File: config.mk
export PLATFORM = sky130hd
export DESIGN_NAME = rr_grant_scheduler_flat
export DESIGN_NICKNAME = d
export VERILOG_FILES = /design/src/rtl/rr_grant_scheduler_pkg.sv /design/src/rtl/rr_grant_scheduler_if.sv /design/src/rtl/rr_grant_scheduler_priority_pick.sv /design/src/rtl/rr_grant_scheduler.sv /design/src/flat_wrapper.sv
export SDC_FILE = /design/constraint.sdc
export NUM_CORES = 1
export LEC_CHECK = 0
export CAP_MARGIN = 20
export CORE_MARGIN = 8
export CORE_UTILIZATION = 45
export CTS_BUF_LIST = sky130_fd_sc_hd__clkbuf_2 sky130_fd_sc_hd__clkbuf_4 sky130_fd_sc_hd__clkbuf_8
export CTS_CLUSTER_DIAMETER = 200
export DETAILED_ROUTE_END_ITERATION = 6
export HOLD_SLACK_MARGIN = 0.06
export PLACE_DENSITY_LB_ADDON = 0.25
export SLEW_MARGIN = 15
export SYNTH_ARGS = -nofsm -noshare
export SYNTH_HDL_FRONTEND = slang
export SYNTH_SLANG_ARGS = --single-unit
File: constraint.sdc
create_clock -name clk_i -period 1.6 [get_ports clk_i]
set_input_delay 0.48 -clock clk_i [delete_from_list [all_inputs] [get_ports clk_i]]
set_output_delay 0.48 -clock clk_i [all_outputs]
set_load 0.02 [all_outputs]
File: src/rtl/rr_grant_scheduler_pkg.sv
// Shared types and default sizing for the round-robin grant scheduler.
// State encodings live here so the FSM and any debug logic agree on them.
package rr_grant_scheduler_pkg;

    localparam int RR_NREQ     = 4;
    localparam int RR_MAX_HOLD = 8;

    typedef enum logic {
        ST_IDLE = 1'b0,
        ST_BUSY = 1'b1
    } sched_state_e;

endpackage

File: src/rtl/rr_grant_scheduler_if.sv
// Request/grant bundle between the clients (master) and the scheduler (slave).
// Grant-side signals are all registered inside the scheduler.
interface rr_grant_scheduler_if #(
    parameter int NREQ = 4,
    parameter int IDW  = 2
);
    logic [NREQ-1:0] req;
    logic            done;
    logic [NREQ-1:0] gnt;
    logic            gnt_valid;
    logic [IDW-1:0]  gnt_id;
    logic            timeout;

    modport master (
        output req, done,
        input  gnt, gnt_valid, gnt_id, timeout
    );

    modport slave (
        input  req, done,
        output gnt, gnt_valid, gnt_id, timeout
    );
endinterface

File: src/rtl/rr_grant_scheduler_priority_pick.sv
// Rotating priority search: first set request at or after ptr, wrapping mod NREQ.
// Purely combinational; explicit wrap compare so non-power-of-2 NREQ works.
module rr_priority_pick #(
    parameter int NREQ = 4,
    parameter int IDW  = 2
) (
    input  logic [NREQ-1:0] req_i,
    input  logic [IDW-1:0]  ptr_i,
    output logic            any_o,
    output logic [IDW-1:0]  win_id_o
);

    int idx;

    // Scan from farthest to nearest so the last hit is the closest to ptr.
    always_comb begin
        any_o    = 1'b0;
        win_id_o = '0;
        idx      = 0;
        for (int k = NREQ - 1; k >= 0; k--) begin
            idx = int'(ptr_i) + k;
            if (idx >= NREQ) begin
                idx = idx - NREQ;
            end
            if (req_i[idx]) begin
                any_o    = 1'b1;
                win_id_o = IDW'(idx);
            end
        end
    end

endmodule

File: src/rtl/rr_grant_scheduler.sv
// Round-robin owner of one shared resource: 1-cycle req->gnt, grant held until done,
// request drop or MAX_HOLD watchdog; always one idle cycle between owners, no preemption.
module rr_grant_scheduler
    import rr_grant_scheduler_pkg::*;
#(
    parameter int NREQ     = RR_NREQ,
    parameter int MAX_HOLD = RR_MAX_HOLD,
    parameter int IDW      = $clog2(NREQ),
    parameter int CNTW     = $clog2(MAX_HOLD + 1)
) (
    input  logic                  clk_i,
    input  logic                  n_rst_i,
    rr_grant_scheduler_if.slave   bus
);

    sched_state_e    state_q, state_d;
    logic [IDW-1:0]  ptr_q, ptr_d;
    logic [CNTW-1:0] cnt_q, cnt_d;
    logic [NREQ-1:0] gnt_q, gnt_d;
    logic            gnt_valid_q, gnt_valid_d;
    logic [IDW-1:0]  gnt_id_q, gnt_id_d;
    logic            timeout_q, timeout_d;

    logic            pick_any;
    logic [IDW-1:0]  pick_id;
    logic            owner_req;
    logic            at_limit;

    rr_priority_pick #(
        .NREQ (NREQ),
        .IDW  (IDW)
    ) u_pick (
        .req_i    (bus.req),
        .ptr_i    (ptr_q),
        .any_o    (pick_any),
        .win_id_o (pick_id)
    );

    assign owner_req = bus.req[gnt_id_q];
    assign at_limit  = (cnt_q == CNTW'(MAX_HOLD));

    always_comb begin
        state_d     = state_q;
        ptr_d       = ptr_q;
        cnt_d       = cnt_q;
        gnt_d       = gnt_q;
        gnt_valid_d = gnt_valid_q;
        gnt_id_d    = gnt_id_q;
        timeout_d   = 1'b0;

        unique case (state_q)
            ST_IDLE: begin
                gnt_d       = '0;
                gnt_valid_d = 1'b0;
                gnt_id_d    = '0;
                cnt_d       = '0;
                if (pick_any) begin
                    gnt_d[pick_id] = 1'b1;
                    gnt_valid_d    = 1'b1;
                    gnt_id_d       = pick_id;
                    cnt_d          = CNTW'(1);
                    state_d        = ST_BUSY;
                end
            end
            ST_BUSY: begin
                if (bus.done || !owner_req || at_limit) begin
                    gnt_d       = '0;
                    gnt_valid_d = 1'b0;
                    gnt_id_d    = '0;
                    cnt_d       = '0;
                    state_d     = ST_IDLE;
                    ptr_d       = (gnt_id_q == IDW'(NREQ - 1)) ? '0 : gnt_id_q + IDW'(1);
                    // Watchdog only flagged when nothing else would have released the grant.
                    timeout_d   = at_limit && !bus.done && owner_req;
                end else if (!at_limit) begin
                    cnt_d = cnt_q + CNTW'(1);
                end
            end
            default: state_d = ST_IDLE;
        endcase
    end

    always_ff @(posedge clk_i or negedge n_rst_i) begin
        if (!n_rst_i) begin
            state_q     <= ST_IDLE;
            ptr_q       <= '0;
            cnt_q       <= '0;
            gnt_q       <= '0;
            gnt_valid_q <= 1'b0;
            gnt_id_q    <= '0;
            timeout_q   <= 1'b0;
        end else begin
            state_q     <= state_d;
            ptr_q       <= ptr_d;
            cnt_q       <= cnt_d;
            gnt_q       <= gnt_d;
            gnt_valid_q <= gnt_valid_d;
            gnt_id_q    <= gnt_id_d;
            timeout_q   <= timeout_d;
        end
    end

    assign bus.gnt       = gnt_q;
    assign bus.gnt_valid = gnt_valid_q;
    assign bus.gnt_id    = gnt_id_q;
    assign bus.timeout   = timeout_q;

endmodule

File: src/flat_wrapper.sv
// flat-port wrapper written by rule: the top's interface ports become plain ports
module rr_grant_scheduler_flat import rr_grant_scheduler_pkg::*;
#(
    parameter int NREQ     = RR_NREQ,
    parameter int MAX_HOLD = RR_MAX_HOLD,
    parameter int IDW      = $clog2(NREQ),
    parameter int CNTW     = $clog2(MAX_HOLD + 1)
)
  (clk_i, n_rst_i, bus_req, bus_done, bus_gnt, bus_gnt_valid, bus_gnt_id, bus_timeout);
  rr_grant_scheduler_if #(.NREQ(NREQ), .IDW(IDW)) bus_i ();
  input  logic clk_i;
  input  logic n_rst_i;
  input wire logic [$bits(bus_i.req)-1:0] bus_req;
  input wire logic [$bits(bus_i.done)-1:0] bus_done;
  output wire logic [$bits(bus_i.gnt)-1:0] bus_gnt;
  output wire logic [$bits(bus_i.gnt_valid)-1:0] bus_gnt_valid;
  output wire logic [$bits(bus_i.gnt_id)-1:0] bus_gnt_id;
  output wire logic [$bits(bus_i.timeout)-1:0] bus_timeout;
  assign bus_i.req = bus_req;
  assign bus_i.done = bus_done;
  assign bus_gnt = bus_i.gnt;
  assign bus_gnt_valid = bus_i.gnt_valid;
  assign bus_gnt_id = bus_i.gnt_id;
  assign bus_timeout = bus_i.timeout;
  rr_grant_scheduler #(.NREQ(NREQ), .MAX_HOLD(MAX_HOLD), .IDW(IDW), .CNTW(CNTW)) u_core (.clk_i(clk_i), .n_rst_i(n_rst_i), .bus(bus_i));
endmodule
==> flow_metrics.env, run 1 <==
export IMPL_path_max_fanout=3
export IMPL_synth_distinct_cells=29
export IMPL_ctsHtreeMaxLevel=1
export IMPL_fillers=125
export IMPL_stdcell_area_sq_mm=0.00104
export IMPL_setup_viol=0
export IMPL_critical_path_required_ps=1770
export IMPL_wl_mm=1.46
export IMPL_synthXorXnorAreaFrac=0.0234
export IMPL_synth_top_area_share=0.501
export IMPL_critPathArrivalTime_ps=1710
export IMPL_drc_errors=0
export IMPL_num_io_pins=15
export IMPL_grt_pass1_wl_mm=2.66
export IMPL_hold_viol=0
export IMPL_synth_common_cells="dfrtp_1, nor2_1, o2bb2ai_1"
export IMPL_postPlaceCellArea_sq_um=966
export IMPL_synth_top_family_by_area="compound AO/OA/AOI/OAI gates"
export IMPL_rr_worst_depth=5
export IMPL_core_area_sq_mm=0.00154
export IMPL_irDropWorstVdd_mv=0.880
export IMPL_globalplace_congestion=0.850
export IMPL_preCtsSetupSlack_ps=-319
export IMPL_routedWlPerCell_um=13.4
export IMPL_layout_drive_gt1_share=0.280
export IMPL_grt_max_degree=16
export IMPL_min_from="u_core.bus.gnt_valid"
export IMPL_yosys_top_cells_area="dfrtp_1, o2bb2ai_1, ha_1"
export IMPL_r2r_slack_ps=130
export IMPL_worstHoldEndpoint="u_core.bus.gnt_valid"
export IMPL_slew_violations=0
export IMPL_yosysSeqAreaShare=0.501
export IMPL_die_x_um=56.8
export IMPL_cts_buffer_depth=2
export IMPL_synthArstFlopShare=1.00
export IMPL_synth_most_common_cell="dfrtp_1"
export IMPL_max_cap_violations=0
export IMPL_worst_slew_pin_slew_ps=289
export IMPL_die_area_sq_mm=0.00323
export IMPL_synthMuxAreaShare=0.0701
export IMPL_synth_compound_area_frac=0.179
export IMPL_postSynthCellCount=67
export IMPL_clkTransAtPathRegs_ps=90
export IMPL_die_h_um=56.8
export IMPL_synth_avg_cell_area_sq_um=11.2
export IMPL_post_cts_buffers=0
export IMPL_routed_via_density=5.49
export IMPL_synth_top_area_cell="dfrtp_1"
export IMPL_clock_latency_ps=280
export IMPL_fin_crit_ps=1540
export IMPL_seqCellArea_sq_um=377
export IMPL_fin_skew_ps=3.54
export IMPL_cts_sinks=15
export IMPL_fmax_ghz=0.648
export IMPL_rsz0062_at_grt="no"
export IMPL_synth_ff_type="dfrtp_1"
export IMPL_area_growth_syn_to_layout_pct=38.2
export IMPL_power_density_mw_per_mm2=1600
export IMPL_synth_nets=77
export IMPL_r2r_end="u_core.ptr_q[1]"
export IMPL_crit_type="primary input to flop"
export IMPL_critPathLaunchType="primary input"
export IMPL_multi_input_area_sq_um=393
export IMPL_grt_overflow=0
export IMPL_r2r_start="u_core.cnt_q[0]"
export IMPL_relSlewSlack=0.807
export IMPL_synth_seq_cells=15
export IMPL_hold_path_class="flop to flop"
export IMPL_root_buffer="clkbuf_4"
export IMPL_status="finished, final reports clean"
export IMPL_yosys_warnings=0
export IMPL_synth_edf_count=0
export IMPL_whs_path_depth=1
export IMPL_cts_tree="done"
export IMPL_yosys_area_share_simple=0.147
export IMPL_num_antenna_cells=0
export IMPL_drtPass1Iterations=2
export IMPL_place_inst=105
export IMPL_grt_pass1_vias=623
export IMPL_final_cell_count_no_fill=109
export IMPL_vias=598
export IMPL_row_count=14
export IMPL_synth_area_sq_um=749
export IMPL_cp_end_kind="flop"
export IMPL_drtIter0Drc=5
export IMPL_grtUsageTotal=0.0962
export IMPL_finalNetCount=104
export IMPL_fin_crit_sh=0.964
export IMPL_ant_nets=0
export IMPL_yosys_area_share_adder=0.0501
export IMPL_start_util=0.486
export IMPL_fin_ws_ps=57.5
export IMPL_numCtsBuffers=3
export IMPL_portBuffers=14
export IMPL_antenna_found_initial=0
export IMPL_p_leak_uw=0.000514
export IMPL_dp_hpwl_mm=1.09
worst max-delay path, cell delays in order:
cell and delay [ps]:
clkdlybuf4s50_1 420, mux2i_1 170, o22ai_2 120, a21boi_2 200, mux2_4 310
how the worst max path moves through the flow:
stage	from	endpoint	cells after the start
2_1_floorplan	u_core.bus.gnt_id[1]	u_core.ptr_q[0]	4
6_report	bus_req[2]	u_core.ptr_q[1]	5
3_5_place_dp	bus_req[0]	u_core.ptr_q[1]	5
4_1_cts	bus_req[1]	u_core.bus.gnt[3]	6
3_3_place_gp	bus_req[0]	u_core.ptr_q[0]	5
5_1_grt	u_core.bus.gnt_id[0]	bus_gnt_id[0]	1
state kept, by name, indices dropped and copies added, names as in the netlist:
| signal | flops |
|---|---|
| u_core.bus.gnt | 4 |
| u_core.bus.gnt_id | 2 |
| u_core.bus.gnt_valid | 1 |
| u_core.bus.timeout | 1 |
| u_core.cnt_q | 4 |
| u_core.ptr_q | 2 |
| u_core.state_q | 1 |
layer usage:
metal | part of all wire | GRT usage | vias up
li1 | - | - | 293
met1 | 0.50 | 0.119 | 296
met2 | 0.46 | 0.155 | 9
met3 | 0.036 | 0.0247 | 0
met4 | 0 | 0.0369 | 0
met5 | 0 | 0 | -
power by group:
group | internal [uW] | switching (uW) | total (uW)
logic | 414 | 370 | 784
clock network | 92.5 | 120 | 213
registers | 514 | 148 | 662
total | 1020 | 638 | 1660
per-stage QoR:
stage,setup TNS (ps),util,hold WS (ps),power (uW)
2_1_floorplan,0,-,184,1080
3_3_place_gp,-3030,0.627,468,1390
3_5_place_dp,-3270,0.627,468,1390
4_1_cts,0,0.641,490,1560
5_1_grt,0,0.672,518,1780
6_report,0,0.672,490,1660
placed cells by master, fill, tap and decap left out, types with 2 or more instances in the layout:
cell type and count:
dfrtp_1 14, buf_4 9, nor2_1 6, dlygate4sd2_1 6
o2bb2ai_1 5, inv_1 3, nand2_1 3, ha_1 3
clkbuf_4 3, clkdlybuf4s50_1 3, dlymetal6s2s_1 3, a21o_1 2
mux2i_1 2, nand2b_1 2, mux2_4 2, o21ai_1 2
clkdlybuf4s15_1 2
what timing repair did:
action | CTS | global route
cloned | 0 | 0
endpoints found under the setup margin | 10 | 15
hold endpoints to repair | 0 | 0
hold buffers | 0 | 0
gates resized for setup | 10 | 17
pin swaps | 0 | 2
cell type report:
type | instances | area share
Clock buffer | 3 | 0.0217
Clock inverter | 1 | 0.00483
Inverter | 3 | 0.0109
Multi-Input combinational cell | 48 | 0.379
Sequential cell | 15 | 0.364
Tap cell | 16 | 0.0193
Timing Repair Buffer | 23 | 0.200
kinds of logic after synthesis:
kind of cell,after synthesis
compound gates,17
xor+xnor,2
fa+ha+maj,3
buf+inv,4
flops,15
mux,5
simple gates,21
Note: power is estimated with default switching activity, not from simulation.
==> run 2: changes to the inputs <==
--- a/config.mk
+++ b/config.mk
@@ -5,9 +5,9 @@
 export SDC_FILE = /design/constraint.sdc
 export NUM_CORES = 1
 export LEC_CHECK = 0
-export CAP_MARGIN = 20
+export CAP_MARGIN = 30
 export CORE_MARGIN = 8
-export CORE_UTILIZATION = 45
+export CORE_UTILIZATION = 30
 export CTS_BUF_LIST = sky130_fd_sc_hd__clkbuf_2 sky130_fd_sc_hd__clkbuf_4 sky130_fd_sc_hd__clkbuf_8
 export CTS_CLUSTER_DIAMETER = 200
 export DETAILED_ROUTE_END_ITERATION = 6
==> run 2 against run 1 <==
- clock power about the same
- flip-flop and latch count unchanged
- register-to-register slack better by 30 ps
- highest routed layer is now met4
- non-clock buffer count up 1
==> flow_metrics.env, run 2 (synthesis gave the netlist of run 1 again) <==
export IMPL_worst_slew_pin_slew_ps=302
export IMPL_die_h_um=66.0
export IMPL_slew_violations=0
export IMPL_wl_mm=1.62
export IMPL_num_antenna_cells=0
export IMPL_root_buffer="clkbuf_4"
export IMPL_ctsHtreeMaxLevel=1
export IMPL_drc_errors=0
export IMPL_fin_util=0.428
export IMPL_dp_hpwl_mm=1.28
export IMPL_drtIter0Drc=2
export IMPL_antenna_found_initial=0
export IMPL_hold_slack_ps=475
export IMPL_die_x_um=66.0
export IMPL_row_count=18
export IMPL_globalplace_congestion=0.682
export IMPL_critPathLaunchType="flop"
export IMPL_die_area_sq_mm=0.00435
export IMPL_critPathMaxStageDelay_ps=420
export IMPL_path_cells="dlygate4sd2_1"
export IMPL_fmax_ghz=0.651
export IMPL_layout_drive_gt1_share=0.255
export IMPL_drtPass1Iterations=3
export IMPL_grt_busiest_layer="met2"
export IMPL_grt_overflow=0
export IMPL_numCtsBuffers=3
export IMPL_cts_tree="done"
export IMPL_fillers=254
export IMPL_hold_buffers=0
export IMPL_fin_crit_ps=1540
export IMPL_critPathSlowestCell="dfrtp_1"
export IMPL_start_util=0.308
export IMPL_rsz0062_at_grt="no"
export IMPL_portBuffers=14
export IMPL_layout_common_cells="dfrtp_1, dlygate4sd2_1, buf_4, nor2_1, o2bb2ai_1"
export IMPL_cp_end_kind="output port"
export IMPL_relSlewSlack=0.799
export IMPL_status="finished, final reports clean"
export IMPL_stdcell_area_sq_mm=0.00104
export IMPL_hold_viol=0
export IMPL_grt_pass1_wl_mm=2.73
export IMPL_power_density_mw_per_mm2=1570
export IMPL_ant_nets=0
export IMPL_max_cap_violations=0
export IMPL_hold_path_class="flop to flop"
export IMPL_core_area_sq_mm=0.00243
export IMPL_critPathArrivalTime_ps=1060
export IMPL_vias=578
export IMPL_critical_path_buf_inv_count=1
export IMPL_routed_via_density=4.66
export IMPL_fin_ws_ps=63.1
export IMPL_finalNetCount=105
export IMPL_clock_latency_ps=280
export IMPL_preCtsSetupSlack_ps=-393
export IMPL_postPlaceCellArea_sq_um=991
export IMPL_clkTransAtPathRegs_ps=90
export IMPL_met2_usage=0.127
export IMPL_p_leak_uw=0.000516
export IMPL_critical_path_required_ps=1120
export IMPL_crit_type="flop to output port"
export IMPL_crit_family="flip-flops"
export IMPL_grt_use_met3=0.0220
export IMPL_routedWlPerCell_um=13.0
export IMPL_finalPower_uw=1640
export IMPL_met1_usage=0.0953
export IMPL_fin_skew_ps=11.3
export IMPL_grt_max_degree=16
export IMPL_irDropWorstVdd_mv=0.710
export IMPL_grtUsageTotal=0.0804
export IMPL_fin_crit_sh=0.961
export IMPL_cts_buffer_depth=2
export IMPL_num_io_pins=15
export IMPL_cts_sinks=15
export IMPL_final_common_cell="dfrtp_1"
export IMPL_area_growth_syn_to_layout_pct=38.9
export IMPL_setup_viol=0
export IMPL_grt_pass1_vias=585
export IMPL_path_max_fanout=4
==> run 2: where the power goes <==
| group | switching (uW) | internal, uW |
|---|---|---|
| Combinational | 393 | 401 |
| Clock | 118 | 92.6 |
| Sequential | 122 | 512 |
==> run 2: worst paths after layout <==
path	cells past startpoint	slack, ps	startpoint	end
min in group asynchronous	2	500	n_rst_i	u_core.cnt_q[3]
max	1	60	u_core.bus.gnt_id[1]	bus_gnt_id[1]
max in group asynchronous	2	910	n_rst_i	u_core.cnt_q[1]
max reg2reg	5	160	u_core.cnt_q[0]	u_core.ptr_q[0]
min	1	470	u_core.bus.gnt_valid	u_core.bus.gnt_valid
min reg2reg	1	470	u_core.bus.gnt_valid	u_core.bus.gnt_valid
==> run 2: layout make-up <==
type	count	area (sq um)	area share
tap	30	37.5	0.0361
inverter	3	11.3	0.0108
clock inverter	1	5.00	0.00481
sequential	15	375	0.361
multi-input combinational	48	382	0.367
clock buffer	3	22.5	0.0216
timing repair buffer	24	208	0.200
==> run 2: what timing repair did <==
item	4_1_cts	5_1_grt
buffers inserted	0	0
pin swaps	1	2
gates resized for setup	13	8
endpoints found under the setup margin	20	10
==> run 2: per-stage QoR <==
| step | TNS [ps] | cells |
|---|---|---|
| finish | 0 | 124 |
| CTS | 0 | 124 |
| global route | 0 | 124 |
| detailed placement | -4590 | 120 |
| global placement | -4510 | 120 |
| floorplan | 0 | 67 |
==> run 2: routing by layer <==
metal  routed length (um)  vias to the layer above
met5                    0                        -
met4                   27                        0
met3                   75                        2
met2                  752                       11
met1                  763                      268
li1                     -                      297
